File: config.mk
export PLATFORM = sky130hd
export DESIGN_NAME = xgriscv_mem_arbiter
export DESIGN_NICKNAME = d
export VERILOG_FILES = /design/src/rtl/xgriscv_mem_arbiter_pkg.sv /design/src/rtl/xgriscv_lane_align.sv /design/src/rtl/xgriscv_mem_arbiter.sv
export SDC_FILE = /design/constraint.sdc
export NUM_CORES = 1
export LEC_CHECK = 0
export ABC_AREA = 1
export BUFFER_PORTS_ARGS = -buffer_cell sky130_fd_sc_hd__clkbuf_2
export CAP_MARGIN = 20
export CORE_MARGIN = 10
export CORE_UTILIZATION = 40
export DETAILED_ROUTE_END_ITERATION = 7
export PLACE_DENSITY_LB_ADDON = 0.08
export SETUP_SLACK_MARGIN = 0.02
export SLEW_MARGIN = 10
export SYNTH_ARGS = -nofsm -noshare
export SYNTH_HDL_FRONTEND = slang
export SYNTH_SLANG_ARGS = --single-unit
File: constraint.sdc
create_clock -name clk -period 1.99 [get_ports clk]
set_clock_uncertainty 0.1 [all_clocks]
set_input_delay 0.199 -clock clk [delete_from_list [all_inputs] [get_ports clk]]
set_output_delay 0.199 -clock clk [all_outputs]
set_load 0.1 [all_outputs]
File: src/rtl/xgriscv_mem_arbiter_pkg.sv
// Shared encodings for the xgriscv memory arbiter: FSM states, access size
// codes (shared with the controller's lwhb/swhb) and the latched data-access context.
package xgriscv_mem_arbiter_pkg;

   typedef enum logic [1:0] {
      ST_IDLE   = 2'd0,
      ST_WAIT_I = 2'd1,
      ST_WAIT_D = 2'd2
   } arb_state_e;

   localparam logic [1:0] LWHB_W = 2'b11;
   localparam logic [1:0] LWHB_H = 2'b10;
   localparam logic [1:0] LWHB_B = 2'b01;

   // Data-access fields captured at grant, needed when the response returns
   typedef struct packed {
      logic [1:0] off;
      logic [1:0] lwhb;
      logic       lunsigned;
      logic       we;
   } dctx_t;

   // Size code 00 behaves as a word access
   function automatic logic [1:0] eff_size(input logic [1:0] size);
      return (size == 2'b00) ? LWHB_W : size;
   endfunction

   function automatic logic is_misaligned(input logic [1:0] size, input logic [1:0] off);
      logic [1:0] s;
      s = eff_size(size);
      return ((s == LWHB_W) && (off != 2'b00)) || ((s == LWHB_H) && off[0]);
   endfunction

endpackage

File: src/rtl/xgriscv_lane_align.sv
// Byte-lane steering: store data replication / byte enables, and load
// extraction with sign or zero extension.
//   st_off_i/st_size_i/st_wdata_i -> st_wdata_o, st_be_o
//   ld_off_i/ld_size_i/ld_unsigned_i/ld_rdata_i -> ld_data_o
module xgriscv_lane_align
   import xgriscv_mem_arbiter_pkg::*;
(
   input  logic [1:0]  st_off_i,
   input  logic [1:0]  st_size_i,
   input  logic [31:0] st_wdata_i,
   output logic [31:0] st_wdata_o,
   output logic [3:0]  st_be_o,
   input  logic [1:0]  ld_off_i,
   input  logic [1:0]  ld_size_i,
   input  logic        ld_unsigned_i,
   input  logic [31:0] ld_rdata_i,
   output logic [31:0] ld_data_o
);

   logic [31:0] ld_shift;

   // Store: replicate the low byte/half across all lanes, enable only the target lanes
   always_comb begin
      st_wdata_o = st_wdata_i;
      st_be_o    = 4'b1111;
      case (eff_size(st_size_i))
         LWHB_B: begin
            st_wdata_o = {4{st_wdata_i[7:0]}};
            st_be_o    = 4'b0001 << st_off_i;
         end
         LWHB_H: begin
            st_wdata_o = {2{st_wdata_i[15:0]}};
            st_be_o    = 4'b0011 << {st_off_i[1], 1'b0};
         end
         default: ;
      endcase
   end

   // Load: move the addressed lane to bit 0, then extend
   always_comb begin
      ld_shift  = ld_rdata_i >> {ld_off_i, 3'b000};
      ld_data_o = ld_shift;
      case (eff_size(ld_size_i))
         LWHB_B: ld_data_o = ld_unsigned_i ? {24'h0, ld_shift[7:0]}
                                           : {{24{ld_shift[7]}}, ld_shift[7:0]};
         LWHB_H: ld_data_o = ld_unsigned_i ? {16'h0, ld_shift[15:0]}
                                           : {{16{ld_shift[15]}}, ld_shift[15:0]};
         default: ;
      endcase
   end

endmodule

File: src/rtl/xgriscv_mem_arbiter.sv
// Shares one single-ported memory between instruction fetch (i_*) and
// load/store (d_*) ports. One outstanding transaction; data has priority
// except when the fetch port has been starved for STARVE_LIMIT data grants.
//   i_req/i_addr -> i_gnt, i_rvalid/i_rdata
//   d_req/d_we/d_addr/d_wdata/d_swhb/d_lwhb/d_lunsigned -> d_gnt, d_rvalid/d_rdata, d_misalign
//   mem_req/we/addr/be/wdata <-> mem_gnt, mem_rvalid/mem_rdata
module xgriscv_mem_arbiter
   import xgriscv_mem_arbiter_pkg::*;
#(
   parameter int unsigned ADDR_WIDTH   = 32,
   parameter int unsigned DATA_WIDTH   = 32,
   parameter int unsigned STARVE_LIMIT = 4
) (
   input  logic                  clk,
   input  logic                  reset,
   input  logic                  i_req,
   input  logic [ADDR_WIDTH-1:0] i_addr,
   output logic                  i_gnt,
   output logic                  i_rvalid,
   output logic [DATA_WIDTH-1:0] i_rdata,
   input  logic                  d_req,
   input  logic                  d_we,
   input  logic [ADDR_WIDTH-1:0] d_addr,
   input  logic [DATA_WIDTH-1:0] d_wdata,
   input  logic [1:0]            d_swhb,
   input  logic [1:0]            d_lwhb,
   input  logic                  d_lunsigned,
   output logic                  d_gnt,
   output logic                  d_rvalid,
   output logic [DATA_WIDTH-1:0] d_rdata,
   output logic                  d_misalign,
   output logic                  mem_req,
   output logic                  mem_we,
   output logic [ADDR_WIDTH-1:0] mem_addr,
   output logic [3:0]            mem_be,
   output logic [DATA_WIDTH-1:0] mem_wdata,
   input  logic                  mem_gnt,
   input  logic                  mem_rvalid,
   input  logic [DATA_WIDTH-1:0] mem_rdata
);

   localparam int unsigned CW = (STARVE_LIMIT < 1) ? 1 : $clog2(STARVE_LIMIT + 1);
   localparam logic [ADDR_WIDTH-1:0] WORD_MASK = ~ADDR_WIDTH'(3);

   arb_state_e            state_q, state_d;
   logic [CW-1:0]         starve_q, starve_d;
   dctx_t                 ctx_q, ctx_d;
   logic                  i_rvalid_q, i_rvalid_d, d_rvalid_q, d_rvalid_d;
   logic [DATA_WIDTH-1:0] i_rdata_q, i_rdata_d, d_rdata_q, d_rdata_d;

   logic                  force_i, pick_d, pick_i, d_mis;
   logic [1:0]            d_size;
   logic [31:0]           st_wdata, ld_data;
   logic [3:0]            st_be;

   logic                  i_gnt_c, d_gnt_c, d_mis_c, mem_req_c, mem_we_c;
   logic [ADDR_WIDTH-1:0] mem_addr_c;
   logic [3:0]            mem_be_c;
   logic [DATA_WIDTH-1:0] mem_wdata_c;

   // Combinational arbitration, only meaningful in IDLE
   assign force_i = (STARVE_LIMIT != 0) && (starve_q == CW'(STARVE_LIMIT));
   assign pick_d  = d_req && (!i_req || !force_i);
   assign pick_i  = i_req && !pick_d;
   assign d_size  = d_we ? d_swhb : d_lwhb;
   assign d_mis   = is_misaligned(d_size, d_addr[1:0]);

   xgriscv_lane_align u_lane_align (
      .st_off_i      (d_addr[1:0]),
      .st_size_i     (d_swhb),
      .st_wdata_i    (d_wdata),
      .st_wdata_o    (st_wdata),
      .st_be_o       (st_be),
      .ld_off_i      (ctx_q.off),
      .ld_size_i     (ctx_q.lwhb),
      .ld_unsigned_i (ctx_q.lunsigned),
      .ld_rdata_i    (mem_rdata),
      .ld_data_o     (ld_data)
   );

   // State and datapath registers
   always_ff @(posedge clk or negedge reset) begin
      if (!reset) begin
         state_q    <= ST_IDLE;
         starve_q   <= '0;
         ctx_q      <= '0;
         i_rvalid_q <= 1'b0;
         i_rdata_q  <= '0;
         d_rvalid_q <= 1'b0;
         d_rdata_q  <= '0;
      end else begin
         state_q    <= state_d;
         starve_q   <= starve_d;
         ctx_q      <= ctx_d;
         i_rvalid_q <= i_rvalid_d;
         i_rdata_q  <= i_rdata_d;
         d_rvalid_q <= d_rvalid_d;
         d_rdata_q  <= d_rdata_d;
      end
   end

   // Next-state
   always_comb begin
      state_d = state_q;
      case (state_q)
         ST_IDLE: begin
            if (pick_d && !d_mis && mem_gnt) state_d = ST_WAIT_D;
            else if (pick_i && mem_gnt)      state_d = ST_WAIT_I;
         end
         ST_WAIT_I: if (mem_rvalid) state_d = ST_IDLE;
         ST_WAIT_D: if (mem_rvalid) state_d = ST_IDLE;
         default:   state_d = ST_IDLE;
      endcase
   end

   // Outputs: the IDLE winner drives the memory port; misaligned data is rejected locally
   always_comb begin
      i_gnt_c     = 1'b0;
      d_gnt_c     = 1'b0;
      d_mis_c     = 1'b0;
      mem_req_c   = 1'b0;
      mem_we_c    = 1'b0;
      mem_addr_c  = '0;
      mem_be_c    = 4'b0000;
      mem_wdata_c = '0;
      if (state_q == ST_IDLE) begin
         if (pick_d) begin
            if (d_mis) begin
               d_gnt_c = 1'b1;
               d_mis_c = 1'b1;
            end else begin
               mem_req_c   = 1'b1;
               mem_we_c    = d_we;
               mem_addr_c  = d_addr & WORD_MASK;
               mem_be_c    = d_we ? st_be : 4'b1111;
               mem_wdata_c = d_we ? st_wdata : '0;
               d_gnt_c     = mem_gnt;
            end
         end else if (pick_i) begin
            mem_req_c  = 1'b1;
            mem_addr_c = i_addr & WORD_MASK;
            mem_be_c   = 4'b1111;
            i_gnt_c    = mem_gnt;
         end
      end
   end

   // Starvation counter, grant context capture and response forwarding
   always_comb begin
      starve_d   = starve_q;
      ctx_d      = ctx_q;
      i_rvalid_d = 1'b0;
      i_rdata_d  = '0;
      d_rvalid_d = 1'b0;
      d_rdata_d  = '0;
      if (!i_req || i_gnt_c)
         starve_d = '0;
      else if (d_gnt_c && (starve_q != CW'(STARVE_LIMIT)))
         starve_d = starve_q + CW'(1);
      if (d_gnt_c && !d_mis_c)
         ctx_d = '{off: d_addr[1:0], lwhb: d_lwhb, lunsigned: d_lunsigned, we: d_we};
      if ((state_q == ST_WAIT_I) && mem_rvalid) begin
         i_rvalid_d = 1'b1;
         i_rdata_d  = mem_rdata;
      end
      if ((state_q == ST_WAIT_D) && mem_rvalid) begin
         d_rvalid_d = 1'b1;
         d_rdata_d  = ctx_q.we ? '0 : ld_data;
      end
   end

   // Hold every output at 0 while reset is asserted
   assign i_gnt      = i_gnt_c & reset;
   assign d_gnt      = d_gnt_c & reset;
   assign d_misalign = d_mis_c & reset;
   assign mem_req    = mem_req_c & reset;
   assign mem_we     = mem_we_c & reset;
   assign mem_addr   = reset ? mem_addr_c : '0;
   assign mem_be     = reset ? mem_be_c : 4'b0000;
   assign mem_wdata  = reset ? mem_wdata_c : '0;
   assign i_rvalid   = i_rvalid_q;
   assign i_rdata    = i_rdata_q;
   assign d_rvalid   = d_rvalid_q;
   assign d_rdata    = d_rdata_q;

endmodule
==> run_results.csv, run 1 <==
group,metric,value,unit
global_route,gr-total-overflow,0,
global_route,track_usage,0.254,
die,coreArea,10800,sq um
setup_path,cp-start-kind,"flip-flop",
cells_and_area,multi_input_area,2820,sq um
place,gp_congestion,0.949,
logic_synthesis,synth_seq_area_share,0.439,
cells_and_area,nets,1091,
sta,fin_crit,2.44,ns
clock_network,cts_sinks,77,
outcome,violations,"negative setup slack",
run,drv_cap,0,
setup_path,critPathKind,"flip-flop to primary output",
clock_network,cts_buffers,9,
logic_synthesis,async_flop_share,1.00,
detailed_routing,drt_first_pass_iters,5,
global_route,grt_max_degree,43,
setup_path,required,1.69,ns
cells_and_area,ff_latch_area,1930,sq um
outcome,status,"finished with violations",
setup_path,end_kind,"primary output",
logic_synthesis,syn_inst,602,
cells_and_area,synthToLayoutAreaGrowth,101,%
detailed_routing,routed_wl,21200,um
clock_network,clockBufferDepth,2,
global_route,grt_pass1_wl,32100,um
detailed_routing,vias,5522,
die,die_width,125,um
die,rows,38,
global_route,antenna_found_initial,0,
logic_synthesis,synth_enable_flop_cells,0,
logic_synthesis,synth.distinct_cells,28,
sta,slew_violations,0,
cells_and_area,drive_gt1_frac,0.505,
place,dp_slack,-0.245,ns
detailed_routing,ant_nets,0,
logic_synthesis,syn-mean-instance-area,7.29,sq um
clock_network,cts_tree,"done",
sta,hold_viol_final,0,
place,place_hpwl,15700,um
sta,worstMarginPinSlew,0.691,ns
logic_synthesis,synth_seq_cells,77,
sta,rsz0062_at_grt,"true",
detailed_routing,via_per_inst,5.09,
clock_network,insertion_delay,0.35,ns
clock_network,htreeDepth,3,
logic_synthesis,synth.cell_area,4390,sq um
die,num_io_pins,279,
power,leakage,4.46,nW
die,die_h,125,um
detailed_routing,drtIter0Drc,351,
cells_and_area,final_core_util,0.817,
die,start_util,0.407,
power,peakVddDrop,754,uV
sta,period_share,1.22,
global_route,grt_pass1_vias,5904,
detailed_routing,drc,0,
die,dieArea,15600,sq um
clock_network,path_clk_slew,0.08,ns
cells_and_area,insertedDiodeCount,0,
hold_path,hp-class,"input pin to flip-flop",
logic_synthesis,synth_warnings,0,
sta,slew_headroom,0.535,
sta,setup_viol,70,
cells_and_area,fillers,644,
logic_synthesis,synthFlopType,"dfrtp_1",
setup_path,crit_fanout,5,
sta,setup_ws,-0.448,ns
setup_path,critical_path_arrival,2.14,ns
place,numPortBuffers,274,
power,powerDensity,1060,nW/um^2
sta,max_freq,0.410,GHz
detailed_routing,wl_per_cell,19.5,um
clock_network,root_buffer,"clkbuf_8",
[sequential cells by signal, indices dropped and copies added, names as in the netlist]
name / cells
d_rdata: 32
i_rdata: 32
ctx_q: 6
starve_q: 3
state_q: 2
d_rvalid: 1
i_rvalid: 1
[layout by cell type (no fill, tap or decap), drive strengths merged, types with 15 or more instances in the layout]
master       instances
a21oi               32
a22oi               30
buf                123
clkbuf             215
dfrtp               77
dlygate4sd3         31
inv                 83
nand2               98
nand3               15
nor2               138
o21ai               61
[path summary, 6_finish.rpt]
path                       slack [ns]  depth (start not counted)                endpoint                    start
max reg2reg                      0.03                         13  state_q[1]$_DFFE_PN0P_  starve_q[0]$_DFFE_PN0P_
min                              0.01                          3   i_rdata[24]$_DFF_PN0_            mem_rdata[24]
min reg2reg                      0.39                          2    ctx_q[0]$_DFFE_PN0P_     ctx_q[0]$_DFFE_PN0P_
max                             -0.45                         11           mem_wdata[10]  starve_q[1]$_DFFE_PN0P_
min in group asynchronous        0.41                          3   i_rdata[12]$_DFF_PN0_                    reset
max in group asynchronous        0.51                          4    d_rdata[4]$_DFF_PN0_                    reset
[cells in the mapped netlist (2+ instances only)]
cell type,instances,share of area
nor2_1,127,0.11
nand2_1,96,0.082
inv_1,81,0.069
dfrtp_1,77,0.44
o21ai_0,61,0.070
a21oi_1,32,0.036
a22oi_1,30,0.051
clkbuf_1,17,0.015
nand3_1,15,0.017
buf_2,11,0.013
nor2_2,11,0.016
ha_1,10,0.028
a31oi_1,8,0.011
o211ai_1,7,0.012
and3_1,2,0.0028
buf_4,2,0.0034
inv_2,2,0.0017
nand2_4,2,0.0051
xor2_1,2,0.0040
[power breakdown]
group | switching, W | internal (W) | total, W
clock network | 0.000533 | 0.000566 | 0.00110
registers | 0.000123 | 0.00179 | 0.00191
logic | 0.00450 | 0.00186 | 0.00636
total | 0.00515 | 0.00421 | 0.00937
[through the flow]
stage / hold WS, ns / power [W] / std cells / setup TNS (ns) / area [sq um]
3_3_place_gp: 0.257 / 0.00776 / 1021 / -7.85 / 7770
4_1_cts: 0.00207 / 0.00921 / 1079 / -24.93 / 8650
5_1_grt: 0.0319 / 0.00986 / 1085 / -34.14 / 8820
2_1_floorplan: -0.197 / 0.00607 / 603 / -36.87 / 4990
6_report: 0.0141 / 0.00937 / 1085 / -28.44 / 8820
3_5_place_dp: 0.262 / 0.00787 / 1021 / -11.90 / 7770
[cell type report]
| cell class | count | share of cell area |
|---|---|---|
| Multi-Input combinational cell | 409 | 0.319 |
| Clock buffer | 10 | 0.0145 |
| Clock inverter | 5 | 0.00596 |
| Timing Repair Buffer | 359 | 0.381 |
| Tap cell | 140 | 0.0199 |
| Sequential cell | 77 | 0.219 |
| Inverter | 85 | 0.0404 |
[repair_timing]
| action | in CTS | in global routing |
|---|---|---|
| endpoints found under the setup margin | 71 | 71 |
| endpoints found under the hold margin | 76 | 0 |
| setup buffers | 9 | 7 |
| hold buffers | 31 | 0 |
| pin swaps | 19 | 43 |
| cloned | 3 | 2 |
| resized for setup | 55 | 28 |
[metal layers]
layer	vias to the layer above	track usage	part of all wire
li1	2601	-	-
met1	2631	0.263	0.35
met2	252	0.471	0.54
met3	38	0.0885	0.088
met4	0	0.0692	0.025
met5	-	0	0
[worst max-delay path, stage by stage (launching register included)]
cell	delay [ns]
dfrtp_1	0.37
inv_1	0.06
ha_2	0.20
nand3_2	0.06
nand2_2	0.07
inv_2	0.10
nand2_4	0.09
nor3_4	0.19
clkbuf_16	0.24
nand2_4	0.08
nor2_4	0.14
buf_12	0.18
[cell families (layout without fill, tap and decap cells)]
family,Yosys count,in the layout,synth area share
simple gates,256,256,0.238
compound gates,139,139,0.182
buf+inv,117,459,0.107
flops,77,77,0.439
fa+ha+maj,10,10,0.0285
xor+xnor,2,2,0.00399
other cells,1,2,0.000854
Note: power is estimated with default switching activity, not from simulation.
==> run 2, diff against run 1 <==
- BUFFER_PORTS_ARGS: -buffer_cell sky130_fd_sc_hd__clkbuf_2 -> not set
- CORE_AREA: not set -> 2 2 108 110
- CORE_MARGIN: 10 -> not set
- CORE_UTILIZATION: 40 -> not set
- DIE_AREA: not set -> 0 0 110 112
- DONT_BUFFER_PORTS: not set -> 1
==> run_results.csv, run 2 (synthesized netlist as in run 1, its figures left out) <==
group,metric,value,unit
outcome,status,"finished with violations",
outcome,violations,"negative hold slack, negative setup slack",
sta,fin_worst_hold_slack,-0.542,ns
sta,hold_viol_final,77,
hold_path,hp-class,"input pin to async pin",
detailed_routing,drc,0,
sta,period_share,1.17,
clock_network,insertion_delay,0.33,ns
setup_path,required,1.69,ns
detailed_routing,wl_per_cell,18.5,um
sta,slew_violations,0,
cells_and_area,final_common_cell,"buf_4",
clock_network,ctsHoldBuffers,38,
setup_path,crit-reg2reg-launch,"ctx_q[2]$_DFFE_PN0P_",
power,internal_power,0.00445,W
detailed_routing,vias,4945,
clock_network,clockBufferDepth,2,
power,pwr-share-clk,0.152,
run,drv_cap,0,
detailed_routing,routed_wl,17400,um
global_route,grt_max_degree,79,
global_route,track_usage,0.277,
sta,fin_tns_setup,-18.63,ns
clock_network,cts_buffers,9,
setup_path,critPathKind,"flip-flop to primary output",
sta,max_freq,0.429,GHz
clock_network,cts_tree,"done",
die,die_h,112,um
detailed_routing,drt_first_pass_iters,5,
global_route,grt_pass1_vias,5168,
die,start_util,0.393,
sta,setup_ws,-0.342,ns
global_route,gr-total-overflow,0,
global_route,grt_pass1_wl,26000,um
detailed_routing,drtIter0Drc,318,
clock_network,root_buffer,"clkbuf_16",
sta,rsz0062_at_grt,"true",
global_route,antenna_found_initial,0,
power,p_comb_frac,0.645,
cells_and_area,ff_latch_area,1930,sq um
power,p_seq_frac,0.204,
power,switchingPower,0.00499,W
setup_path,startpoint,"starve_q[0]$_DFFE_PN0P_",
clock_network,cts_sinks,77,
cells_and_area,drive_gt1_frac,0.406,
cells_and_area,multi_input_area,2780,sq um
setup_path,crit_fanout,4,
die,dieArea,12300,sq um
place,gp_congestion,0.974,
setup_path,end_kind,"primary output",
cells_and_area,stdcell_area,8280,sq um
die,die_width,110,um
cells_and_area,mostFrequentLayoutCells,"buf_4, nand2_1, dfrtp_1, buf_12, inv_1",
power,leakage,3.90,nW
die,num_io_pins,279,
clock_network,htreeDepth,3,
power,p_sw_frac,0.529,
die,rows,39,
setup_path,critical_path_arrival,2.03,ns
cells_and_area,nets,947,
die,coreArea,11200,sq um
place,place_hpwl,12400,um
cells_and_area,fillers,807,
power,peakVddDrop,818,uV
sta,fin_crit,2.33,ns
power,powerDensity,1140,nW/um^2
place,placed_area,7120,sq um
place,numPortBuffers,0,
detailed_routing,via_per_inst,5.25,
cells_and_area,insertedDiodeCount,0,
cells_and_area,synthToLayoutAreaGrowth,88.6,%
setup_path,cp-start-kind,"flip-flop",
detailed_routing,ant_nets,0,
clock_network,path_clk_slew,0.05,ns
sta,setup_viol,70,
[run 2: changes by cell type in the layout (fill, tap and decap cells not counted), moves of 2 or more]
cell / change
buf_12: -2
buf_4: +50
buf_6: +3
clkbuf_16: +8
clkbuf_2: -202
clkbuf_8: -8
dlygate4sd3_1: +7
nand2_2: +6
nand2_4: -4
[run 2: metrics by stage]
stage | setup WS (ns) | instances | total power (W) | util
final | -0.342 | 942 | 0.00944 | 0.741
after floorplan | -1.11 | 603 | 0.00607 | -
after global placement | -0.00860 | 876 | 0.00761 | 0.638
after global routing | -0.453 | 942 | 0.00987 | 0.741
after CTS | -0.330 | 937 | 0.00937 | 0.731
after detailed placement | -0.0433 | 876 | 0.00770 | 0.638
[run 2: layout make-up]
| type | instances | area share |
|---|---|---|
| Timing Repair Buffer | 215 | 0.337 |
| Sequential cell | 77 | 0.233 |
| Clock inverter | 3 | 0.00181 |
| Tap cell | 143 | 0.0216 |
| Inverter | 85 | 0.0420 |
| Multi-Input combinational cell | 409 | 0.336 |
| Clock buffer | 10 | 0.0289 |
[run 2: timing repair]
| action | 4_1_cts | 5_1_grt |
|---|---|---|
| setup endpoints to repair | 71 | 88 |
| endpoints found under the hold margin | 122 | 77 |
| pin swaps | 14 | 9 |
| gates cloned | 4 | 2 |
| buffers inserted | 6 | 4 |
| resized for setup | 64 | 17 |
[run 2: power by group through the flow]
stage / sequential [W] / clock, W / combinational [W]
6_report: 0.00192 / 0.00143 / 0.00608
3_5_place_dp: 0.00195 / 0 / 0.00575
4_1_cts: 0.00192 / 0.00145 / 0.00600
3_3_place_gp: 0.00194 / 0 / 0.00568
5_1_grt: 0.00195 / 0.00152 / 0.00641
2_1_floorplan: 0.00292 / 0 / 0.00316
[run 2: final timing paths]
kind                                               to  slack [ns]  depth (start not counted)
worst max register to register  d_rdata[14]$_DFF_PN0_        0.20                          6
worst min-delay path             i_rdata[6]$_DFF_PN0_       -0.54                          0
worst min register to register   ctx_q[0]$_DFFE_PN0P_        0.42                          2
min in group clk                d_rdata[26]$_DFF_PN0_        0.02                          4
worst max-delay path                    mem_wdata[14]       -0.34                         11
max in group asynchronous       d_rdata[27]$_DFF_PN0_        2.24                          0
[run 2: layer usage]
| metal | routed length [um] | up-vias | global-route usage |
|---|---|---|---|
| met2 | 9700 | 249 | 0.508 |
| met1 | 5700 | 2345 | 0.290 |
| li1 | - | 2306 | - |
| met5 | 0 | - | 0 |
| met3 | 1290 | 45 | 0.0568 |
| met4 | 699 | 0 | 0.143 |
[run 2: critical path: stages, from the launching register on]
cell and delay [ns]:
dfrtp_1 0.37, inv_2 0.06, ha_4 0.17, nand3_2 0.06
nand2_2 0.06, inv_2 0.08, nand2_4 0.07, nor3_4 0.24
buf_6 0.19, nand2_4 0.07, nor2_4 0.14, buf_12 0.18
==> run 3, diff against run 2 <==
- CELL_PAD_IN_SITES_DETAIL_PLACEMENT: not set -> 0
- CELL_PAD_IN_SITES_GLOBAL_PLACEMENT: not set -> 2
- CORE_AREA: 2 2 108 110 -> not set
- CORE_MARGIN: not set -> 4
- CORE_UTILIZATION: not set -> 32
- DIE_AREA: 0 0 110 112 -> not set
==> run_results.csv, run 3 (synthesized netlist as in run 1, its figures left out) <==
group,metric,value,unit
sta,period_share,1.16,
clock_network,cts_sinks,77,
die,coreArea,13300,sq um
setup_path,path_buf_inv,6,
cells_and_area,final_core_util,0.628,
detailed_routing,vias,4852,
clock_network,cts_buffers,9,
clock_network,insertion_delay,0.33,ns
setup_path,worstPathCellList,"inv_2 > ha_4 > nand3_2 > nand2_2 > inv_4 > nand2_4 > inv_2 > buf_12 > a22oi_1 > buf_4 > nor2_4 > buf_12",
power,leakage,3.95,nW
sta,setup_ws,-0.323,ns
setup_path,cp-start-kind,"flip-flop",
setup_path,crit-reg2reg-launch,"ctx_q[4]$_DFFE_PN0P_",
detailed_routing,drt_first_pass_iters,4,
global_route,grt_max_degree,79,
setup_path,path_delay_family,"buffers and inverters",
hold_path,hp-class,"input pin to async pin",
sta,max_freq,0.432,GHz
setup_path,critPathKind,"flip-flop to primary output",
outcome,status,"finished with violations",
detailed_routing,routed_wl,17600,um
place,dp_cells,914,
cells_and_area,final_common_cell,"buf_4",
clock_network,root_buffer,"clkbuf_16",
place,gp_congestion,0.810,
detailed_routing,drtIter0Drc,201,
clock_network,ctsHoldBuffers,38,
place,dp_slack,-0.0931,ns
clock_network,htreeDepth,3,
cells_and_area,insertedDiodeCount,0,
setup_path,r2r_cells,8,
setup_path,r2r-end,"d_rdata[27]$_DFF_PN0_",
sta,fin_crit,2.31,ns
power,powerDensity,1130,nW/um^2
cells_and_area,nets,955,
place,numPortBuffers,0,
detailed_routing,ant_nets,0,
global_route,grt_pass1_vias,5085,
die,die_h,125,um
detailed_routing,via_per_inst,4.93,
sta,rsz0062_at_grt,"true",
setup_path,critical_path_arrival,2.01,ns
die,dieArea,15700,sq um
global_route,track_usage,0.217,
setup_path,r2r_slack,0.22,ns
die,num_io_pins,279,
global_route,antenna_found_initial,0,
setup_path,crit_slowest_cell,"dfrtp_1",
sta,fin_worst_hold_slack,-0.536,ns
clock_network,clockBufferDepth,2,
die,rows,42,
die,die_width,125,um
clock_network,path_clk_slew,0.05,ns
cells_and_area,mostFrequentLayoutCells,"buf_4, nand2_1, buf_12, dfrtp_1, nor2_1",
cells_and_area,drive_gt1_frac,0.409,
cells_and_area,synthToLayoutAreaGrowth,91.0,%
setup_path,cp_slowest_stage_delay,0.37,ns
cells_and_area,fin_cells,985,
die,start_util,0.329,
outcome,violations,"negative hold slack, negative setup slack",
clock_network,cts_tree,"done",
sta,hold_viol_final,77,
sta,setup_viol,69,
run,drv_cap,0,
detailed_routing,wl_per_cell,17.8,um
setup_path,crit_fanout,11,
global_route,grt_pass1_wl,27300,um
setup_path,required,1.69,ns
global_route,gr-total-overflow,0,
setup_path,end_kind,"primary output",
place,place_hpwl,13500,um
power,peakVddDrop,687,uV
sta,slew_violations,0,
detailed_routing,drc,0,
[run 3: cell types whose count changed in the layout (fill, tap and decap cells not counted), sizes merged]
cell | previous run | this run
clkbuf | 12 | 15
clkinv | 4 | 3
buf | 175 | 183
[run 3: layout make-up]
| cell class | instances | area, sq um |
|---|---|---|
| multi-input cells | 409 | 2770 |
| fillers | 1123 | 4960 |
| clock inverters | 2 | 10.0 |
| well taps | 176 | 220 |
| repair buffers | 223 | 2870 |
| clock buffers | 13 | 250 |
| flip-flops and latches | 77 | 1930 |
| inverters | 85 | 345 |
[run 3: power breakdown]
part	leakage, nW	switching (W)	internal (W)
Sequential	1.06	0.000125	0.00179
Combinational	2.76	0.00423	0.00187
Clock	0.129	0.000570	0.000867
Total	3.95	0.00493	0.00453
[run 3: metrics by stage]
stage               instance area, sq um  total power, W  TNS (ns)
CTS                                 8210         0.00941    -19.45
floorplan                           4990         0.00607    -36.87
global route                        8390         0.00994    -25.14
detailed placement                  7230         0.00774     -1.84
global placement                    7230         0.00769    -0.604
finish                              8390         0.00945    -17.96
[run 3: worst max path at each step]
stage,startpoint,end,depth (start not counted),slack (ns)
finish,starve_q[0]$_DFFE_PN0P_,mem_addr[29],12,-0.32
global route,starve_q[0]$_DFFE_PN0P_,mem_wdata[9],12,-0.43
CTS,starve_q[0]$_DFFE_PN0P_,mem_wdata[9],12,-0.33
detailed placement,d_swhb[0],mem_wdata[16],13,-0.09
global placement,d_swhb[0],mem_wdata[16],13,-0.06
floorplan,d_swhb[0],mem_wdata[16],12,-1.11
[run 3: worst register-to-register path, stage by stage (launching register included)]
cell     delay, ns
dfrtp_1       0.46
inv_2         0.24
nand2_1       0.11
nand3_1       0.13
nand3_1       0.08
nand3_1       0.12
nand2_1       0.16
buf_12        0.20
nor2_1        0.09
[run 3: repair_timing]
item                                    4_1_cts  5_1_grt
pin swaps                                    25       12
hold endpoints to repair                    122       77
endpoints found under the setup margin       71       71
setup buffers                                 7        8
resized for setup                            51       23
cloned                                        3        3
[run 3: per-layer routing]
layer,vias up,routed length [um],track usage
met1,2309,6020,0.230
met4,0,365,0.0599
met3,23,1410,0.0691
li1,2320,-,-
met5,-,0,0
met2,200,9780,0.413
